### src/rtl/simd_alu_pipe.sv
// simd_alu_pipe: two-stage packed-SIMD integer ALU.
// Byte/half/word lanes, saturating add/sub, compares, min/max.
module simd_alu_pipe #(
  parameter int XLEN  = 32,
  parameter int TAG_W = 5
) (
  input  logic             clk,
  input  logic             rst_n,
  input  logic             flush,
  input  logic             in_valid,
  output logic             in_ready,
  input  logic [3:0]       in_op,
  input  logic [1:0]       in_pack,
  input  logic [XLEN-1:0]  in_a,
  input  logic [XLEN-1:0]  in_b,
  input  logic [TAG_W-1:0] in_tag,
  output logic             out_valid,
  input  logic             out_ready,
  output logic [XLEN-1:0]  out_y,
  output logic [TAG_W-1:0] out_tag,
  output logic             out_sat,
  output logic             sat_sticky,
  input  logic             sat_clr
);

  localparam int NB = XLEN / 8;

  typedef enum logic [3:0] {
    OP_ADD, OP_SUB, OP_SADD, OP_SSUB,
    OP_UADD, OP_USUB, OP_AND, OP_OR,
    OP_XOR, OP_SLT, OP_SLTU, OP_SEQ,
    OP_MIN, OP_MAX, OP_MINU, OP_MAXU
  } op_e;

  logic             r_s1_v;
  op_e              r_s1_op;
  logic [1:0]       r_s1_pack;
  logic [TAG_W-1:0] r_s1_tag;
  logic [XLEN-1:0]  r_s1_a;
  logic [XLEN-1:0]  r_s1_b;
  logic [XLEN-1:0]  r_s1_sum;
  logic [NB-1:0]    r_s1_co;
  logic [NB-1:0]    r_s1_cm;

  logic             r_s2_v;
  logic [XLEN-1:0]  r_y;
  logic [TAG_W-1:0] r_tag;
  logic             r_sat;
  logic             r_sticky;

  logic             w_sub;
  logic             w_s2_adv;
  logic             w_in_rdy;
  logic [XLEN-1:0]  w_sum;
  logic [NB-1:0]    w_co;
  logic [NB-1:0]    w_cm;
  logic [XLEN-1:0]  w_y;
  logic             w_sat;

  assign w_s2_adv   = !r_s2_v || out_ready;
  assign w_in_rdy   = !r_s1_v || w_s2_adv;
  assign in_ready   = w_in_rdy;
  assign out_valid  = r_s2_v;
  assign out_y      = r_y;
  assign out_tag    = r_tag;
  assign out_sat    = r_sat;
  assign sat_sticky = r_sticky;

  // compares and min/max all reuse the a-b subtractor
  assign w_sub = (in_op == 4'd1) || (in_op == 4'd3) ||
                 (in_op == 4'd5) || (in_op >= 4'd9);

  always_comb begin
    logic       cy;
    logic       st;
    logic [7:0] bx;
    logic [8:0] t;
    w_sum = '0;
    w_co  = '0;
    w_cm  = '0;
    cy    = 1'b0;
    st    = 1'b0;
    bx    = '0;
    t     = '0;
    for (int k = 0; k < NB; k++) begin
      unique case (in_pack)
        2'b10:   st = 1'b1;
        2'b00:   st = (k % 2 == 0);
        default: st = (k % 4 == 0);
      endcase
      if (st) cy = w_sub;
      bx = in_b[8*k +: 8] ^ {8{w_sub}};
      t  = {1'b0, in_a[8*k +: 8]} + {1'b0, bx} + {8'd0, cy};
      w_sum[8*k +: 8] = t[7:0];
      w_co[k] = t[8];
      w_cm[k] = in_a[8*k+7] ^ bx[7] ^ t[7];
      cy = t[8];
    end
  end

  // each byte looks up the flags of its lane's top byte
  always_comb begin
    logic       co, cm, sm, sg, top, eq;
    logic       ovf, lt, ltu, sat;
    logic [7:0] ab, bb, sb, yb;
    w_y   = '0;
    w_sat = 1'b0;
    co = 1'b0; cm = 1'b0; sm = 1'b0; sg = 1'b0;
    top = 1'b0; eq = 1'b0; ovf = 1'b0;
    lt = 1'b0; ltu = 1'b0; sat = 1'b0;
    ab = '0; bb = '0; sb = '0; yb = '0;
    for (int k = 0; k < NB; k++) begin
      unique case (r_s1_pack)
        2'b10: begin
          co  = r_s1_co[k];
          cm  = r_s1_cm[k];
          sm  = r_s1_sum[8*k+7];
          sg  = r_s1_a[8*k+7];
          top = 1'b1;
          eq  = (r_s1_sum[8*k +: 8] == '0);
        end
        2'b00: begin
          co  = r_s1_co[k|1];
          cm  = r_s1_cm[k|1];
          sm  = r_s1_sum[8*(k|1)+7];
          sg  = r_s1_a[8*(k|1)+7];
          top = (k % 2 == 1);
          eq  = (r_s1_sum[16*(k/2) +: 16] == '0);
        end
        default: begin
          co  = r_s1_co[k|3];
          cm  = r_s1_cm[k|3];
          sm  = r_s1_sum[8*(k|3)+7];
          sg  = r_s1_a[8*(k|3)+7];
          top = (k % 4 == 3);
          eq  = (r_s1_sum[32*(k/4) +: 32] == '0);
        end
      endcase
      ab  = r_s1_a[8*k +: 8];
      bb  = r_s1_b[8*k +: 8];
      sb  = r_s1_sum[8*k +: 8];
      ovf = cm ^ co;
      lt  = sm ^ ovf;
      ltu = !co;
      sat = 1'b0;
      yb  = sb;
      unique case (r_s1_op)
        OP_ADD, OP_SUB: yb = sb;
        OP_SADD, OP_SSUB: begin
          sat = ovf;
          if (ovf)
            yb = sg ? (top ? 8'h80 : 8'h00)
                    : (top ? 8'h7F : 8'hFF);
        end
        OP_UADD: begin
          sat = co;
          if (co) yb = 8'hFF;
        end
        OP_USUB: begin
          sat = !co;
          if (!co) yb = 8'h00;
        end
        OP_AND:  yb = ab & bb;
        OP_OR:   yb = ab | bb;
        OP_XOR:  yb = ab ^ bb;
        OP_SLT:  yb = {8{lt}};
        OP_SLTU: yb = {8{ltu}};
        OP_SEQ:  yb = {8{eq}};
        OP_MIN:  yb = lt  ? ab : bb;
        OP_MAX:  yb = lt  ? bb : ab;
        OP_MINU: yb = ltu ? ab : bb;
        OP_MAXU: yb = ltu ? bb : ab;
      endcase
      w_y[8*k +: 8] = yb;
      w_sat = w_sat | sat;
    end
  end

  always_ff @(posedge clk) begin
    if (w_in_rdy && in_valid) begin
      r_s1_op   <= op_e'(in_op);
      r_s1_pack <= in_pack;
      r_s1_tag  <= in_tag;
      r_s1_a    <= in_a;
      r_s1_b    <= in_b;
      r_s1_sum  <= w_sum;
      r_s1_co   <= w_co;
      r_s1_cm   <= w_cm;
    end
  end

  always_ff @(posedge clk) begin
    if (!rst_n) begin
      r_s1_v   <= 1'b0;
      r_s2_v   <= 1'b0;
      r_y      <= '0;
      r_tag    <= '0;
      r_sat    <= 1'b0;
      r_sticky <= 1'b0;
    end else begin
      if (flush) begin
        r_s1_v <= 1'b0;
        r_s2_v <= 1'b0;
      end else begin
        if (w_in_rdy) r_s1_v <= in_valid;
        if (w_s2_adv) r_s2_v <= r_s1_v;
      end
      if (w_s2_adv && r_s1_v) begin
        r_y   <= w_y;
        r_tag <= r_s1_tag;
        r_sat <= w_sat;
      end
      // a saturating transfer beats a same-cycle clear
      if (r_s2_v && out_ready && r_sat)
        r_sticky <= 1'b1;
      else if (sat_clr)
        r_sticky <= 1'b0;
    end
  end

endmodule

### config.mk
export PLATFORM = sky130hd
export DESIGN_NAME = simd_alu_pipe
export DESIGN_NICKNAME = d
export VERILOG_FILES = /design/src/rtl/simd_alu_pipe.sv
export SDC_FILE = /design/constraint.sdc
export NUM_CORES = 1
export LEC_CHECK = 0
export CORE_ASPECT_RATIO = 1.5
export CORE_MARGIN = 8
export CORE_UTILIZATION = 30
export CTS_CLUSTER_SIZE = 12
export DETAILED_ROUTE_END_ITERATION = 12
export PLACE_DENSITY_LB_ADDON = 0.05
export SYNTH_ARGS = -nofsm -noshare
export SYNTH_HDL_FRONTEND = slang
export SYNTH_SLANG_ARGS = --single-unit
export TNS_END_PERCENT = 5
### constraint.sdc
create_clock -name clk -period 11.51 [get_ports clk]
set_clock_uncertainty 0.1 [all_clocks]
set_input_delay 1.7265 -clock clk [delete_from_list [all_inputs] [get_ports clk]]
set_output_delay 1.7265 -clock clk [all_outputs]
set_load 0.03 [all_outputs]
==> results.yml <==
layout:
  fin_area_mm2: 0.0131
  antenna_cells: 0
  syn_to_final_growth_pct: 22.4
  finalNonFillerCells: 1700
  nNetsFinal: 1389
  drive_gt1_frac: 0.0630
setup_path:
  start_kind: "primary input"
  required_ns: 11.61
  crit_fanout: 20
  crit_start: "in_op[1]"
  cp_num_buf_inv: 2
  regToRegStartpoint: "r_s1_op[1]"
  cpLargestDelayFamily: "compound AO/OA/AOI/OAI gates"
  cp_common_cell: "o21ai_0"
  slowest_delay_ns: 0.49
  worstSetupPathType: "in2reg"
  cp-end-kind: "register"
  cp_slowest_cell: "fa_1"
  worstPathArrival_ns: 10.09
die:
  die_w_um: 170
  coreArea_mm2: 0.0356
  num_rows: 85
  start_util: 0.301
  die_height_um: 248
  ios: 122
  die_area_mm2: 0.0422
routing:
  drt-initial-drc-count: 588
  drc: 0
  num_vias: 8868
  via_per_inst: 5.22
  dr.pass1.iters: 5
  detail-route-antenna-nets: 0
  wl_um: 38000
  wl_per_cell_um: 22.4
logic_synthesis:
  synth_edf_count: 115
  ys.flop_type: "edfxtp_1"
  synth.area.mux_share: 0.0265
  ys_ff_latch: 156
  yosys.cell_types.count: 84
  avgSynthCellArea_um2: 9.70
  synth_compound_area_frac: 0.210
  netlist_top_cells_area: "edfxtp_1 (32%), ha_1 (11%), dfxtp_1 (7.7%)"
  synthSimpleGateAreaFrac: 0.127
  synthAdderAreaFrac: 0.120
  yosysWarnings: 0
  synth_cells: 1106
  synth_xor_area_frac: 0.0661
  synth_async_sr_flop_share: 0
  synthTopCellsByCount: "edfxtp_1 (115), nand2_1 (111), ha_1 (92)"
  synthesis.nets: 1286
  netlist_area_mm2: 0.0107
  synth.most_common_cell: "edfxtp_1"
  yosys.area.top_type: "edfxtp_1"
  yosysSeqAreaShare: 0.399
  synth_top_area_share: 0.322
  synth_top_family_by_area: "compound AO/OA/AOI/OAI gates"
timing:
  finalHoldViolations: 0
  setup_viol: 0
  hold_slack_ns: 0.346
  fin_crit_sh: 0.868
  fin_setup_tns_ns: 0
  slew_violations: 0
  max_freq_mhz: 100
  layout_setup_ws_ns: 1.52
  fin_crit_ns: 9.99
  rsz0062_at_grt: "false"
  tightest_slew_ns: 1.18
  slew_headroom: 0.212
status:
  status: "complete, no violations"
global_routing:
  grt_pass1_vias: 8942
  grt_max_degree: 62
  grt_use_total: 0.181
  antenna_found_initial: 0
  grt_pass1_wl_um: 56500
  grt_overflow: 0
placement:
  numPortBuffers: 121
  dpl_worst_slack_ns: 0.976
  placed_cell_area_mm2: 0.0125
  dpl.hpwl_um: 27800
  dp.cells: 1668
  gp_congestion: 0.851
flow_run:
  drv_cap: 0
clocking:
  cts_root_buffer: "clkbuf_16"
  cts_hold_buf: 0
  cts_setup_buffers: 0
  htreeDepth: 4
  cts_buffer_depth: 2
  clock-sinks: 156
  cts_resized: 0
  path_clk_slew_ns: 0.07
  cts_tree: "done"
  clk_latency_ns: 0.46
  numCtsBuffers: 17
pwr:
  leakagePower_nw: 5.08
  irDropWorstVdd_uv: 73.8
  pwr_density_cell_mw_per_mm2: 142
worst_hold_path:
  min_path_type: "reg2reg"
  min_from: "out_y[29]"
power breakdown:
group	total, mW	switching [mW]	internal, mW
combinational	0.478	0.274	0.204
clock	0.646	0.249	0.397
sequential	0.742	0.0699	0.672
worst paths after layout:
| kind | endpoint | slack, ns | cells after the start |
|---|---|---|---|
| worst max-delay path | r_s1_sum[30] | 1.52 | 38 |
| worst min-delay path | out_y[29] | 0.35 | 2 |
| worst max register to register | out_y[4] | 7.98 | 7 |
| worst min register to register | out_y[29] | 0.35 | 2 |
flip-flops by register name, summed over array words and instances, names as in the netlist:
signal / count
out_y: 32
out_tag: 5
sat_sticky: 1
r_s1_co: 4
r_s1_a: 32
r_s1_pack: 2
r_s1_sum: 32
r_s1_v: 1
r_s1_b: 32
out_sat: 1
r_s1_tag: 5
out_valid: 1
r_s1_cm: 4
r_s1_op: 4
worst register-to-register path, cell delays in order, from the launching register on:
cell      delay [ns]
edfxtp_1        0.95
inv_2           0.28
nor3_1          0.89
and3_1          0.28
a21oi_1         0.07
a21boi_1        0.58
nand2_1         0.13
a31oi_1         0.18
logic make-up after synthesis:
kind of cell,count (synthesis)
muxes,23
DFF,156
buffers and inverters,141
xor gates and xnor gates,73
AOI/OAI and AO/OA,327
adders and majority gates,99
and+or+nand+nor,287
through the flow:
stage / util / power [mW]
2_1_floorplan: - / 1.06
3_3_place_gp: 0.350 / 1.23
3_5_place_dp: 0.350 / 1.23
4_1_cts: 0.368 / 1.89
5_1_grt: 0.368 / 1.96
6_report: 0.368 / 1.87
placed cells by master, fill, tap and decap left out, types with 14 or more instances in the layout:
cell type / synthesis / routed
xor2_1: 14 / 14
clkdlybuf4s50_1: 0 / 121
xnor2_1: 52 / 52
mux2i_1: 14 / 14
dfxtp_1: 41 / 41
nand2b_1: 20 / 20
o21ai_0: 69 / 69
nor2b_1: 15 / 15
edfxtp_1: 115 / 115
nand3_1: 22 / 22
a31oi_1: 17 / 17
nand2_1: 111 / 111
clkbuf_16: 0 / 17
inv_1: 89 / 89
nor2_1: 66 / 63
o221ai_1: 24 / 24
a21oi_1: 73 / 73
a22oi_1: 20 / 20
ha_1: 92 / 92
per-layer routing:
layer	vias up	global-route usage	wire, um
met3	32	0.0285	1320
met2	198	0.336	20500
li1	4287	-	-
met1	4351	0.208	15500
met4	0	0.0577	636
met5	-	0	0
area by class of cell:
type	count	area (um^2)
flip-flops and latches	156	4270
fillers	3618	22500
clock buffers	19	453
inverters	91	342
multi-input cells	809	5940
clock inverters	13	211
repair buffers	134	1310
well taps	478	598
No activity file was read; power rests on OpenSTA's default activity.
